===== config.mk =====
export PLATFORM = sky130hd
export DESIGN_NAME = pipe_hazard_ctrl_flat
export DESIGN_NICKNAME = d
export VERILOG_FILES = /design/src/rtl/mips_pkg.sv /design/src/rtl/pipe_hazard_ctrl_if.sv /design/src/rtl/hz_scoreboard.sv /design/src/rtl/pipe_hazard_ctrl.sv /design/src/flat_wrapper.sv
export SDC_FILE = /design/constraint.sdc
export NUM_CORES = 1
export LEC_CHECK = 0
export ABC_AREA = 0
export CAP_MARGIN = 15
export CORE_ASPECT_RATIO = 1.2
export CORE_MARGIN = 4
export CORE_UTILIZATION = 51
export CTS_BUF_LIST = sky130_fd_sc_hd__clkbuf_8
export DETAILED_ROUTE_END_ITERATION = 7
export PLACE_DENSITY = 0.81
export SETUP_SLACK_MARGIN = 0.1
export SLEW_MARGIN = 20
export SYNTH_ARGS = -nofsm -noshare
export SYNTH_HDL_FRONTEND = slang
export SYNTH_SLANG_ARGS = --single-unit

===== constraint.sdc =====
create_clock -name clk -period 6 [get_ports clk]
set_clock_uncertainty 0.15 [all_clocks]
set_input_delay 0.9 -clock clk [delete_from_list [all_inputs] [get_ports clk]]
set_output_delay 0.9 -clock clk [all_outputs]
set_load 0.01 [all_outputs]

===== src/rtl/mips_pkg.sv =====
// Shared types for the MIPS pipeline hazard control slice:
// scheduler states, shadow scoreboard entries and the match helper.
package mips_pkg;

    // Widest register index a shadow slot can hold.
    localparam int MAX_REG_ADDR_W = 8;

    localparam logic [MAX_REG_ADDR_W-1:0] REG_ZERO = '0;

    typedef enum logic {
        HZ_RUN,
        HZ_FLUSH
    } t_hz_state;

    typedef struct packed {
        logic                      v;
        logic [MAX_REG_ADDR_W-1:0] dst;
    } t_sb_entry;

    function automatic logic sbHit(
        input t_sb_entry                 e,
        input logic [MAX_REG_ADDR_W-1:0] rs,
        input logic [MAX_REG_ADDR_W-1:0] rt,
        input logic                      usesRs,
        input logic                      usesRt
    );
        logic live;
        live = e.v & (e.dst != REG_ZERO);
        return live & ((usesRs & (rs == e.dst))
                     | (usesRt & (rt == e.dst)));
    endfunction

endpackage


===== src/rtl/pipe_hazard_ctrl_if.sv =====
// D/X-stage view of the pipeline seen by the hazard controller,
// plus the enables, flush controls and counters it returns.
interface pipe_hazard_ctrl_if #(
    parameter int REG_ADDR_W = 5,
    parameter int CNT_W      = 16
);
    logic                  id_valid;
    logic [REG_ADDR_W-1:0] id_rs;
    logic [REG_ADDR_W-1:0] id_rt;
    logic                  id_uses_rs;
    logic                  id_uses_rt;
    logic                  id_regwrite;
    logic [REG_ADDR_W-1:0] id_dst;
    logic                  ex_redirect;
    logic                  pc_en;
    logic                  fd_en;
    logic                  flush_fd;
    logic                  dx_bubble;
    logic [CNT_W-1:0]      stall_cnt;
    logic [CNT_W-1:0]      flush_cnt;

    modport master (
        output id_valid, id_rs, id_rt,
        output id_uses_rs, id_uses_rt,
        output id_regwrite, id_dst, ex_redirect,
        input  pc_en, fd_en, flush_fd, dx_bubble,
        input  stall_cnt, flush_cnt
    );

    modport slave (
        input  id_valid, id_rs, id_rt,
        input  id_uses_rs, id_uses_rt,
        input  id_regwrite, id_dst, ex_redirect,
        output pc_en, fd_en, flush_fd, dx_bubble,
        output stall_cnt, flush_cnt
    );

endinterface


===== src/rtl/hz_scoreboard.sv =====
// Shadow X/M/W pipe of pending register writes and the
// per-slot RAW match vector against the D-stage sources.
module hz_scoreboard
    import mips_pkg::*;
#(
    parameter int REG_ADDR_W = 5
) (
    input  logic                  clk,
    input  logic                  rst,
    input  logic                  dWrite,
    input  logic [REG_ADDR_W-1:0] dDst,
    input  logic                  bubble,
    input  logic [REG_ADDR_W-1:0] rs,
    input  logic [REG_ADDR_W-1:0] rt,
    input  logic                  usesRs,
    input  logic                  usesRt,
    output logic [2:0]            matchVec
);

    t_sb_entry slotX;
    t_sb_entry slotM;
    t_sb_entry slotW;
    t_sb_entry dEntry;

    logic [MAX_REG_ADDR_W-1:0] rsExt;
    logic [MAX_REG_ADDR_W-1:0] rtExt;

    assign rsExt = MAX_REG_ADDR_W'(rs);
    assign rtExt = MAX_REG_ADDR_W'(rt);

    always_comb begin
        dEntry.dst = MAX_REG_ADDR_W'(dDst);
        dEntry.v   = dWrite & ~bubble
                   & (dEntry.dst != REG_ZERO);
    end

    always_ff @(posedge clk or posedge rst) begin
        if (rst) begin
            slotX <= '0;
            slotM <= '0;
            slotW <= '0;
        end else begin
            slotX <= dEntry;
            slotM <= slotX;
            slotW <= slotM;
        end
    end

    assign matchVec[0] = sbHit(slotX, rsExt, rtExt,
                               usesRs, usesRt);
    assign matchVec[1] = sbHit(slotM, rsExt, rtExt,
                               usesRs, usesRt);
    assign matchVec[2] = sbHit(slotW, rsExt, rtExt,
                               usesRs, usesRt);

endmodule


===== src/rtl/pipe_hazard_ctrl.sv =====
// Stall/flush scheduler for the forwarding-less 5-stage core:
// RAW stalls from the shadow scoreboard, squash after X redirects.
module pipe_hazard_ctrl
    import mips_pkg::*;
#(
    parameter int REG_ADDR_W   = 5,
    parameter int WB_BYPASS    = 0,
    parameter int FLUSH_CYCLES = 1,
    parameter int CNT_W        = 16
) (
    input logic               clk,
    input logic               rst,
    pipe_hazard_ctrl_if.slave hz
);

    localparam logic [1:0] FC_LOAD = 2'(FLUSH_CYCLES);
    localparam logic W_STALLS = (WB_BYPASS == 0);

    t_hz_state        state;
    t_hz_state        stateNext;
    logic [1:0]       fc;
    logic [1:0]       fcNext;
    logic [2:0]       matchVec;
    logic             hazard;
    logic             stall;
    logic             squash;
    logic             dWrite;
    logic [CNT_W-1:0] stallCnt;
    logic [CNT_W-1:0] flushCnt;

    assign dWrite = hz.id_valid & hz.id_regwrite
                  & ~stall & ~squash;

    hz_scoreboard #(
        .REG_ADDR_W(REG_ADDR_W)
    ) uScoreboard (
        .clk      (clk),
        .rst      (rst),
        .dWrite   (dWrite),
        .dDst     (hz.id_dst),
        .bubble   (stall | squash),
        .rs       (hz.id_rs),
        .rt       (hz.id_rt),
        .usesRs   (hz.id_uses_rs),
        .usesRt   (hz.id_uses_rt),
        .matchVec (matchVec)
    );

    // A W-slot match is harmless when the regfile bypasses W data.
    assign hazard = matchVec[0] | matchVec[1]
                  | (matchVec[2] & W_STALLS);
    assign squash = hz.ex_redirect | (state == HZ_FLUSH);
    assign stall  = hz.id_valid & ~squash & hazard;

    always_ff @(posedge clk or posedge rst) begin
        if (rst) begin
            state <= HZ_RUN;
            fc    <= '0;
        end else begin
            state <= stateNext;
            fc    <= fcNext;
        end
    end

    always_comb begin
        stateNext = state;
        fcNext    = fc;
        unique case (state)
            HZ_RUN: begin
                if (hz.ex_redirect && FC_LOAD != 2'd0) begin
                    stateNext = HZ_FLUSH;
                    fcNext    = FC_LOAD;
                end
            end
            HZ_FLUSH: begin
                if (hz.ex_redirect) begin
                    fcNext = FC_LOAD;
                end else if (fc == 2'd1) begin
                    stateNext = HZ_RUN;
                    fcNext    = 2'd0;
                end else begin
                    fcNext = fc - 2'd1;
                end
            end
            default: begin
                stateNext = HZ_RUN;
                fcNext    = 2'd0;
            end
        endcase
    end

    // Held in reset the pipe is frozen with NOPs in F/D and D/X.
    always_comb begin
        hz.pc_en     = 1'b0;
        hz.fd_en     = 1'b0;
        hz.flush_fd  = 1'b1;
        hz.dx_bubble = 1'b1;
        if (!rst) begin
            hz.pc_en     = ~stall | squash;
            hz.fd_en     = ~stall | squash;
            hz.flush_fd  = squash;
            hz.dx_bubble = stall | squash;
        end
    end

    always_ff @(posedge clk or posedge rst) begin
        if (rst) begin
            stallCnt <= '0;
            flushCnt <= '0;
        end else begin
            if (stall && stallCnt != '1)
                stallCnt <= stallCnt + CNT_W'(1);
            if (hz.ex_redirect && flushCnt != '1)
                flushCnt <= flushCnt + CNT_W'(1);
        end
    end

    assign hz.stall_cnt = stallCnt;
    assign hz.flush_cnt = flushCnt;

endmodule


===== src/flat_wrapper.sv =====
// flat-port wrapper written by rule: the top's interface ports become plain ports
module pipe_hazard_ctrl_flat import mips_pkg::*;
#(
    parameter int REG_ADDR_W   = 5,
    parameter int WB_BYPASS    = 0,
    parameter int FLUSH_CYCLES = 1,
    parameter int CNT_W        = 16
)
  (clk, rst, hz_id_valid, hz_id_rs, hz_id_rt, hz_id_uses_rs, hz_id_uses_rt, hz_id_regwrite, hz_id_dst, hz_ex_redirect, hz_pc_en, hz_fd_en, hz_flush_fd, hz_dx_bubble, hz_stall_cnt, hz_flush_cnt);
  pipe_hazard_ctrl_if #(.REG_ADDR_W(REG_ADDR_W), .CNT_W(CNT_W)) hz_i ();
  input logic clk;
  input logic rst;
  input wire logic [$bits(hz_i.id_valid)-1:0] hz_id_valid;
  input wire logic [$bits(hz_i.id_rs)-1:0] hz_id_rs;
  input wire logic [$bits(hz_i.id_rt)-1:0] hz_id_rt;
  input wire logic [$bits(hz_i.id_uses_rs)-1:0] hz_id_uses_rs;
  input wire logic [$bits(hz_i.id_uses_rt)-1:0] hz_id_uses_rt;
  input wire logic [$bits(hz_i.id_regwrite)-1:0] hz_id_regwrite;
  input wire logic [$bits(hz_i.id_dst)-1:0] hz_id_dst;
  input wire logic [$bits(hz_i.ex_redirect)-1:0] hz_ex_redirect;
  output wire logic [$bits(hz_i.pc_en)-1:0] hz_pc_en;
  output wire logic [$bits(hz_i.fd_en)-1:0] hz_fd_en;
  output wire logic [$bits(hz_i.flush_fd)-1:0] hz_flush_fd;
  output wire logic [$bits(hz_i.dx_bubble)-1:0] hz_dx_bubble;
  output wire logic [$bits(hz_i.stall_cnt)-1:0] hz_stall_cnt;
  output wire logic [$bits(hz_i.flush_cnt)-1:0] hz_flush_cnt;
  assign hz_i.id_valid = hz_id_valid;
  assign hz_i.id_rs = hz_id_rs;
  assign hz_i.id_rt = hz_id_rt;
  assign hz_i.id_uses_rs = hz_id_uses_rs;
  assign hz_i.id_uses_rt = hz_id_uses_rt;
  assign hz_i.id_regwrite = hz_id_regwrite;
  assign hz_i.id_dst = hz_id_dst;
  assign hz_i.ex_redirect = hz_ex_redirect;
  assign hz_pc_en = hz_i.pc_en;
  assign hz_fd_en = hz_i.fd_en;
  assign hz_flush_fd = hz_i.flush_fd;
  assign hz_dx_bubble = hz_i.dx_bubble;
  assign hz_stall_cnt = hz_i.stall_cnt;
  assign hz_flush_cnt = hz_i.flush_cnt;
  pipe_hazard_ctrl #(.REG_ADDR_W(REG_ADDR_W), .WB_BYPASS(WB_BYPASS), .FLUSH_CYCLES(FLUSH_CYCLES), .CNT_W(CNT_W)) u_core (.clk(clk), .rst(rst), .hz(hz_i));
endmodule

# == Word-level counts from Yosys, hierarchy flattened ==
# Cells that the tools add are included.
# W data, S select, Z words.
# totals
n_memories,0
register_bits,53
romBits,0
latchBits,0
ram_bits,0
wordCells,71
# classes
n_shift,0
multipliers,0
reduce_logical,6
eq_ne,10
n_addsub,3
n_lt_le_gt_ge,0
bitwise,31
div,0
mux,11
# op_table
operator,count
$add A16 B1 Y16 const B,2
$ne A16 B16 Y1 const B,2
$eq A5 B5 Y1,6
$reduce_bool A8 Y1,3
$and A1 B1 Y1,19
$or A1 B1 Y1,8
$mux W1,6
$mux W2,3
$reduce_bool A5 Y1,1
$not A1 Y1,4
$pmux W2 S2,1
$eq A2 B1 Y1 const B,1
$logic_and A1 B1 Y1,2
$ne A2 B2 Y1 const B,1
$pmux W1 S2,1
$sub A2 B1 Y2 const B,1

# == Depth between registers and ports, before layout ==
# Gate-level depths: netlist of the first run.
# logic_depth
ltp_word,12
ltp_mapped,9
depth_no_buf,7

# == By module ==
# Synthesis of the first run repeated with hierarchy kept, for this count alone.
# hier_totals
cells_unflattened,247
area_unflattened_um2,2693.8
# modules_own_cells
module,cells_each,instances,area_each_um2
pipe_hazard_ctrl,174,1,1825.5
hz_scoreboard,73,1,868.3

# == Worst setup path before layout of the first run ==
# OpenSTA, ideal clock, no wires.
# synth_path
path_type,input-to-output
startpoint,in rst
endpoint,out hz_dx_bubble
stages,3
t_arrival_ps,2609
path_buffers,0
path_slack_ps,2341
cell_sequence,inv_1 -> nand2_1 -> o21bai_1
# synth_between
elab_chain_len,1
# synth_lines
item,line_no,source
"start, declared",flat_wrapper.sv:12,input logic rst;
$mux W1,pipe_hazard_ctrl.sv:98,if (!rst) begin
"end, declared",flat_wrapper.sv:24,output wire logic [$bits(hz_i.dx_bubble)-1:0] hz_dx_bubble;
# No other way between the ends.

# == Worst setup path after layout of the first run ==
# layout_path
startpoint,in hz_id_rs[1]
endpoint,out hz_pc_en
# layout_between
elab_chain_len,10
# layout_lines
item,line_no,source
"start, declared",flat_wrapper.sv:14,input wire logic [$bits(hz_i.id_rs)-1:0] hz_id_rs;
$eq A5 B5 Y1,mips_pkg.sv:29,return live & ((usesRs & (rs == e.dst))
$and A1 B1 Y1,mips_pkg.sv:29,
$or A1 B1 Y1,mips_pkg.sv:30,| (usesRt & (rt == e.dst)));
$and A1 B1 Y1,mips_pkg.sv:29,
$or A1 B1 Y1,pipe_hazard_ctrl.sv:50,assign hazard = matchVec[0] | matchVec[1]
$or A1 B1 Y1 (*),pipe_hazard_ctrl.sv:51,| (matchVec[2] & W_STALLS);
$and A1 B1 Y1 (*),pipe_hazard_ctrl.sv:53,assign stall = hz.id_valid & ~squash & hazard;
$not A1 Y1 (*),pipe_hazard_ctrl.sv:99,hz.pc_en = ~stall | squash;
$or A1 B1 Y1 (*),pipe_hazard_ctrl.sv:99,
$mux W1 (*),pipe_hazard_ctrl.sv:98,
"end, declared",flat_wrapper.sv:21,output wire logic [$bits(hz_i.pc_en)-1:0] hz_pc_en;
# Every way passes the cells marked *; elsewhere a longest branch is shown, timed or not.

==> results of run 1 <==
==> final cells by class <==
| cell class | instances | area, µm² |
|---|---|---|
| sequential | 53 | 1330 |
| timing repair buffer | 59 | 586 |
| multi-input combinational | 166 | 1160 |
| inverter | 8 | 30.0 |
| clock buffer | 6 | 82.6 |
| tap | 58 | 72.6 |
| fill | 373 | 1400 |
| clock inverter | 2 | 37.5 |
==> cell families (layout without fill, tap and decap cells) <==
kind of cell,count (synthesis),in the layout,share of synthesized area [%]
flip-flops,53,53,52.1
AND/OR/NAND/NOR,87,87,18.0
buffers and inverters,11,75,2.21
AO/OA/AOI/OAI,12,12,3.54
adder cells (fa/ha/maj),3,3,1.48
XOR/XNOR,60,60,20.7
multiplexers,4,4,2.02
==> report_power, final <==
group          total (W)  switching, W  internal (W)
combinational   0.000170     0.0000707     0.0000994
sequential      0.000432     0.0000408      0.000391
clock           0.000250      0.000114      0.000136
total           0.000852      0.000226      0.000626
==> stage by stage <==
stage	hold slack (ns)	setup WS [ns]
final	0.236	1.72
after CTS	0.247	1.69
after detailed placement	0.230	1.72
after floorplan	0.204	2.34
after global placement	0.208	1.69
after global routing	0.262	1.59
==> worst paths after layout <==
check	start	endpoint	slack, ns	cells after the start
min in group asynchronous	rst	u_core.hz.flush_cnt[6]	0.97	3
max in group asynchronous	rst	u_core.uScoreboard.slotW[4]	4.30	3
worst min-delay path	u_core.uScoreboard.slotX[8]	u_core.uScoreboard.slotM[8]	0.24	0
worst max-delay path	hz_id_rs[1]	hz_pc_en	1.72	9
worst max register to register	u_core.uScoreboard.slotW[2]	u_core.hz.stall_cnt[14]	3.57	6
worst min register to register	u_core.uScoreboard.slotX[8]	u_core.uScoreboard.slotM[8]	0.24	0
==> flip-flops by register name, indices dropped and copies added (netlist names) <==
name / count
u_core.fc: 2
u_core.hz.flush_cnt: 16
u_core.hz.stall_cnt: 16
u_core.state: 1
u_core.uScoreboard.slotM: 6
u_core.uScoreboard.slotW: 6
u_core.uScoreboard.slotX: 6
==> cell usage in the layout, fill, tap and decap left out, types with 7 or more instances in the layout <==
| cell type | instances |
|---|---|
| clkdlybuf4s50_1 | 57 |
| xor2_1 | 15 |
| inv_1 | 7 |
| nand2_1 | 24 |
| dfrtp_1 | 53 |
| nand4_1 | 13 |
| xnor2_1 | 45 |
| nor2_1 | 10 |
| nand3_1 | 11 |
==> cells in the mapped netlist (2+ instances only) <==
master | n | area share [%]
ha_1 | 3 | 1.5
o22ai_1 | 3 | 0.74
and2_1 | 2 | 0.49
nand2_1 | 24 | 3.5
o21a_1 | 3 | 0.89
mux2_4 | 2 | 1.2
nor3b_1 | 2 | 0.59
nor4b_1 | 2 | 0.69
buf_4 | 2 | 0.59
nor3_1 | 6 | 1.2
xnor2_1 | 45 | 15
nor2_1 | 10 | 1.5
or4_1 | 4 | 1.2
nand3_1 | 11 | 2.2
xor2_1 | 15 | 5.2
inv_1 | 8 | 1.2
nand2b_1 | 2 | 0.49
and3_1 | 3 | 0.74
dfrtp_1 | 53 | 52
nor4_1 | 6 | 1.5
nand4_1 | 13 | 3.2
==> per-layer routing <==
metal | wire length [µm] | GRT usage (%) | share of wire [%] | vias to the layer above
met5 | 0 | 0 | 0 | -
met1 | 2420 | 25.0 | 44 | 901
met3 | 210 | 4.27 | 3.8 | 8
met4 | 67 | 4.53 | 1.2 | 0
li1 | - | - | - | 919
met2 | 2790 | 32.9 | 51 | 49
==> worst register-to-register path, stage by stage, from the launching register on <==
cell      delay [ns]
dfrtp_1         0.44
or4_1           0.52
o21a_1          0.19
a222oi_1        0.34
buf_4           0.29
nor4_2          0.09
mux2_4          0.30
==> impl_metrics.tcl, run 1 <==
set metrics [dict create \
    drc 0 \
    die_width_um 72.5 \
    clk_pin_slew_ns 0.10 \
    grt_max_degree 55 \
    cts_setup_buffers 0 \
    crit_required_ns 4.95 \
    crit_buf_inv 3 \
    cts_tree "done" \
    io_pins 58 \
    post_cts_resized 0 \
    grt_usage_pct 19.3 \
    critical_path.top_delay_family "buffers and inverters" \
    netlist_area_um2 2540 \
    async_flop_share_pct 100 \
    syn_to_final_growth_pct 29.6 \
    via_count 1877 \
    placed_area_um2 3180 \
    fp.dieArea_um2 6190 \
    timing.final.crit_period_ns 4.28 \
    n_antenna_cell 0 \
    initial_core_util_pct 54.2 \
    synth.distinct_cells 32 \
    finalInstanceArea_um2 3300 \
    yosysSeqAreaShare_pct 52.1 \
    grt_pass1_vias 2006 \
    status "completed" \
    wl_per_cell_um 15.6 \
    firstDrtPassIters 4 \
    end_kind "output pin" \
    drt_iter0_drc 54 \
    hold_violations 0 \
    antenna_found_initial 0 \
    synth-seq-cells 53 \
    worst_pin_slew_ns 0.651 \
    rsz0062_at_grt "false" \
    core_um2 4700 \
    max-vdd-ir-drop_v 0.000311 \
    via_per_inst 5.33 \
    power_w 0.000852 \
    cp.arrival_ns 3.23 \
    p_per_area_nw_per_um2 258 \
    layout-drive-gt1-share_pct 5.44 \
    syn_area_per_cell_um2 11.1 \
    stdcell_count 352 \
    worst_setup_path_start_kind "input port" \
    drv_cap 0 \
    critPathMaxFanout 18 \
    relSlewSlack_pct 56.6 \
    setup_violations 0 \
    utilization_pct 70.2 \
    synth_edf_count 0 \
    clk_latency_ns 0.30 \
    max_clock_freq_mhz 233 \
    period_share_pct 71.4 \
    place.gp.congestion 0.893 \
    worstSetupPathType "in -> out" \
    core.rowCount 27 \
    cts.sinks 53 \
    chipHeight_um 85.4 \
    clock_path_buffers 2 \
    fin_tns_setup_ns 0 \
    yosys_warnings 0 \
    grt_pass1_wl_um 9500 \
    max_stage_delay_ns 0.55 \
    dpl.hpwl_um 4090 \
    cts_hold_buffers 0 \
    synth_nets 255 \
    ant_nets 0 \
    routed_wl_um 5490 \
    layout.nets 318 \
    crit_chain "clkdlybuf4s50_1, xnor2_1, nand4_1, o22ai_1, a222oi_1, buf_4, nor2_1, nor2_1, clkdlybuf4s50_1" \
    io_buffers 57 \
    ys.flop_type "dfrtp_1" \
    syn-instance-count 230 \
    overflow 0 \
    htree_levels 2 \
    hold_path.class "reg -> reg" \
    cts-root-buf "clkbuf_8" \
    cts_buffers 5 \
    dp.cells 344 \
    power.leakage_nw 1.37 \
    slew_violations 0 \
    cpMaxStageDelayCell "clkdlybuf4s50_1" \
]
(Power assumes the default switching activity.)
==> run 2: changes to the inputs <==
==> constraint.sdc (replaced) <==
create_clock -name clk -period 4.2 [get_ports clk]
set_clock_uncertainty 0.15 [all_clocks]
set_input_delay 0.63 -clock clk [delete_from_list [all_inputs] [get_ports clk]]
set_output_delay 0.63 -clock clk [all_outputs]
set_load 0.01 [all_outputs]
==> run 2 against run 1 <==
Compared with the run above:
- count of clock-buffer cells in the layout shrank 1
- global-route usage grew 1.1 points
- register-to-register slack lost 2.1 ns
- non-clock buffer count is the same
- die area is the same
- final cell count is the same
- flip-flop and latch count is the same
- wire length grew 3.6%
- sequential share of layout area grew 0.45 points
- core utilization shrank 0.77 points
- clock power grew 8%
- critical path type unchanged
- largest power group unchanged
==> impl_metrics.tcl, run 2 (synthesized netlist as in run 1, its figures left out) <==
set metrics [dict create \
    layout.nets 318 \
    worstSetupPathType "in -> out" \
    critical_path.top_delay_family "buffers and inverters" \
    firstDrtPassIters 4 \
    end_kind "output pin" \
    rsz0062_at_grt "false" \
    core.rowCount 27 \
    grt_pass1_wl_um 9690 \
    placed_area_um2 3180 \
    mostFrequentLayoutCells "clkdlybuf4s50_1, dfrtp_1, xnor2_1" \
    cts-root-buf "clkbuf_8" \
    utilization_pct 69.4 \
    n_antenna_cell 0 \
    final_common_cell "clkdlybuf4s50_1" \
    p_sw_share_pct 28.1 \
    p_per_area_nw_per_um2 348 \
    grt_max_degree 54 \
    internal-power_w 0.000814 \
    power_w 0.00113 \
    hold_violations 0 \
    period_share_pct 87.2 \
    fin_tns_setup_ns 0 \
    place.gp.congestion 0.900 \
    cp.arrival_ns 2.88 \
    post_cts_resized 0 \
    grt_pass1_vias 2065 \
    max_stage_delay_ns 0.57 \
    max-vdd-ir-drop_v 0.000360 \
    clock_path_buffers 2 \
    cts_hold_buffers 0 \
    chipHeight_um 85.4 \
    fp.dieArea_um2 6190 \
    htree_levels 2 \
    setup_violations 0 \
    syn_to_final_growth_pct 28.1 \
    critPathMaxFanout 3 \
    die_width_um 72.5 \
    clkPwrFrac_pct 23.7 \
    timing.final.crit_period_ns 3.66 \
    status "completed" \
    cts.sinks 53 \
    routed_wl_um 5680 \
    cpMaxStageDelayCell "a222oi_1" \
    regArea_um2 1330 \
    dpl.hpwl_um 4370 \
    hold_path.class "reg -> reg" \
    grt_usage_pct 20.4 \
    seqPwrFrac_pct 54.5 \
    worst_pin_slew_ns 0.660 \
    wl_per_cell_um 16.1 \
    drc 0 \
    io_pins 58 \
    relSlewSlack_pct 55.7 \
    stdcell_count 352 \
    switchingPower_w 0.000319 \
    drt_iter0_drc 84 \
    via_count 1911 \
    cts_buffers 5 \
    crit_required_ns 3.42 \
    worst_setup_path_start_kind "input port" \
    crit_chain "clkdlybuf4s50_1, xnor2_1, nand4_1, o22ai_1, a222oi_1, nor2_1, nor2_1, clkdlybuf4s50_1" \
    finalInstanceArea_um2 3260 \
    via_per_inst 5.43 \
    fillers 353 \
    slew_violations 0 \
    dp.cells 344 \
    ant_nets 0 \
    overflow 0 \
    cts_setup_buffers 0 \
    initial_core_util_pct 54.2 \
    io_buffers 57 \
    drv_cap 0 \
    power.leakage_nw 1.36 \
    combPwrFrac_pct 21.7 \
    cts_tree "done" \
    clk_pin_slew_ns 0.09 \
    core_um2 4700 \
    multiInputGateArea_um2 1160 \
    crit_buf_inv 2 \
    layout-drive-gt1-share_pct 4.76 \
    max_clock_freq_mhz 273 \
    antenna_found_initial 0 \
    clk_latency_ns 0.30 \
]
run 2: cell types whose count changed in the layout (fill, tap and decap cells not counted):
cell       previous run  this run
clkbuf_8              6         5
bufinv_16             1         0
inv_1                 7         9
run 2: path summary, 6_finish.rpt:
| kind | startpoint | to | slack (ns) | depth (start not counted) |
|---|---|---|---|---|
| worst max-delay path | hz_id_rs[1] | hz_fd_en | 0.54 | 8 |
| min in group asynchronous | rst | u_core.state | 0.73 | 3 |
| max in group asynchronous | rst | u_core.hz.stall_cnt[9] | 2.75 | 3 |
| worst min-delay path | u_core.uScoreboard.slotX[8] | u_core.uScoreboard.slotM[8] | 0.24 | 0 |
| worst max register to register | u_core.uScoreboard.slotW[1] | u_core.hz.stall_cnt[1] | 1.51 | 6 |
| worst min register to register | u_core.uScoreboard.slotX[8] | u_core.uScoreboard.slotM[8] | 0.24 | 0 |
run 2: through the flow:
| step | setup WS (ns) | hold WS (ns) |
|---|---|---|
| after floorplan | 1.08 | 0.204 |
| after global placement | 0.504 | 0.216 |
| after detailed placement | 0.543 | 0.216 |
| after CTS | 0.522 | 0.241 |
| after global routing | 0.267 | 0.246 |
| final | 0.537 | 0.241 |
run 2: layer usage:
metal  vias to the layer above  GRT usage (%)  routed length [µm]
met5                         -              0                   0
met1                       920           24.6                2410
li1                        917              -                   -
met2                        65           33.9                2840
met3                         9           5.33                 298
met4                         0           9.23                 129
run 2: final cells by class:
type	count	area share [%]
inverters	8	0.921
multi-input cells	166	35.6
repair buffers	59	18.0
flip-flops and latches	53	40.7
clock inverters	3	0.461
clock buffers	5	2.11
well taps	58	2.23
run 2: worst register-to-register path: cells and delay by family, from the launching register on:
family / cells / cell delay (ns)
compound gates: 2 / 0.74
simple gates: 2 / 0.62
flops: 1 / 0.43
buf+inv: 1 / 0.33
mux: 1 / 0.30
run 2: power groups by stage:
stage | Clock [W] | Combinational, W | Sequential (W)
after floorplan | 0 | 0.000112 | 0.000632
after global placement | 0 | 0.000240 | 0.000626
after detailed placement | 0 | 0.000247 | 0.000627
after CTS | 0.000277 | 0.000250 | 0.000617
after global routing | 0.000297 | 0.000273 | 0.000628
final | 0.000269 | 0.000246 | 0.000618
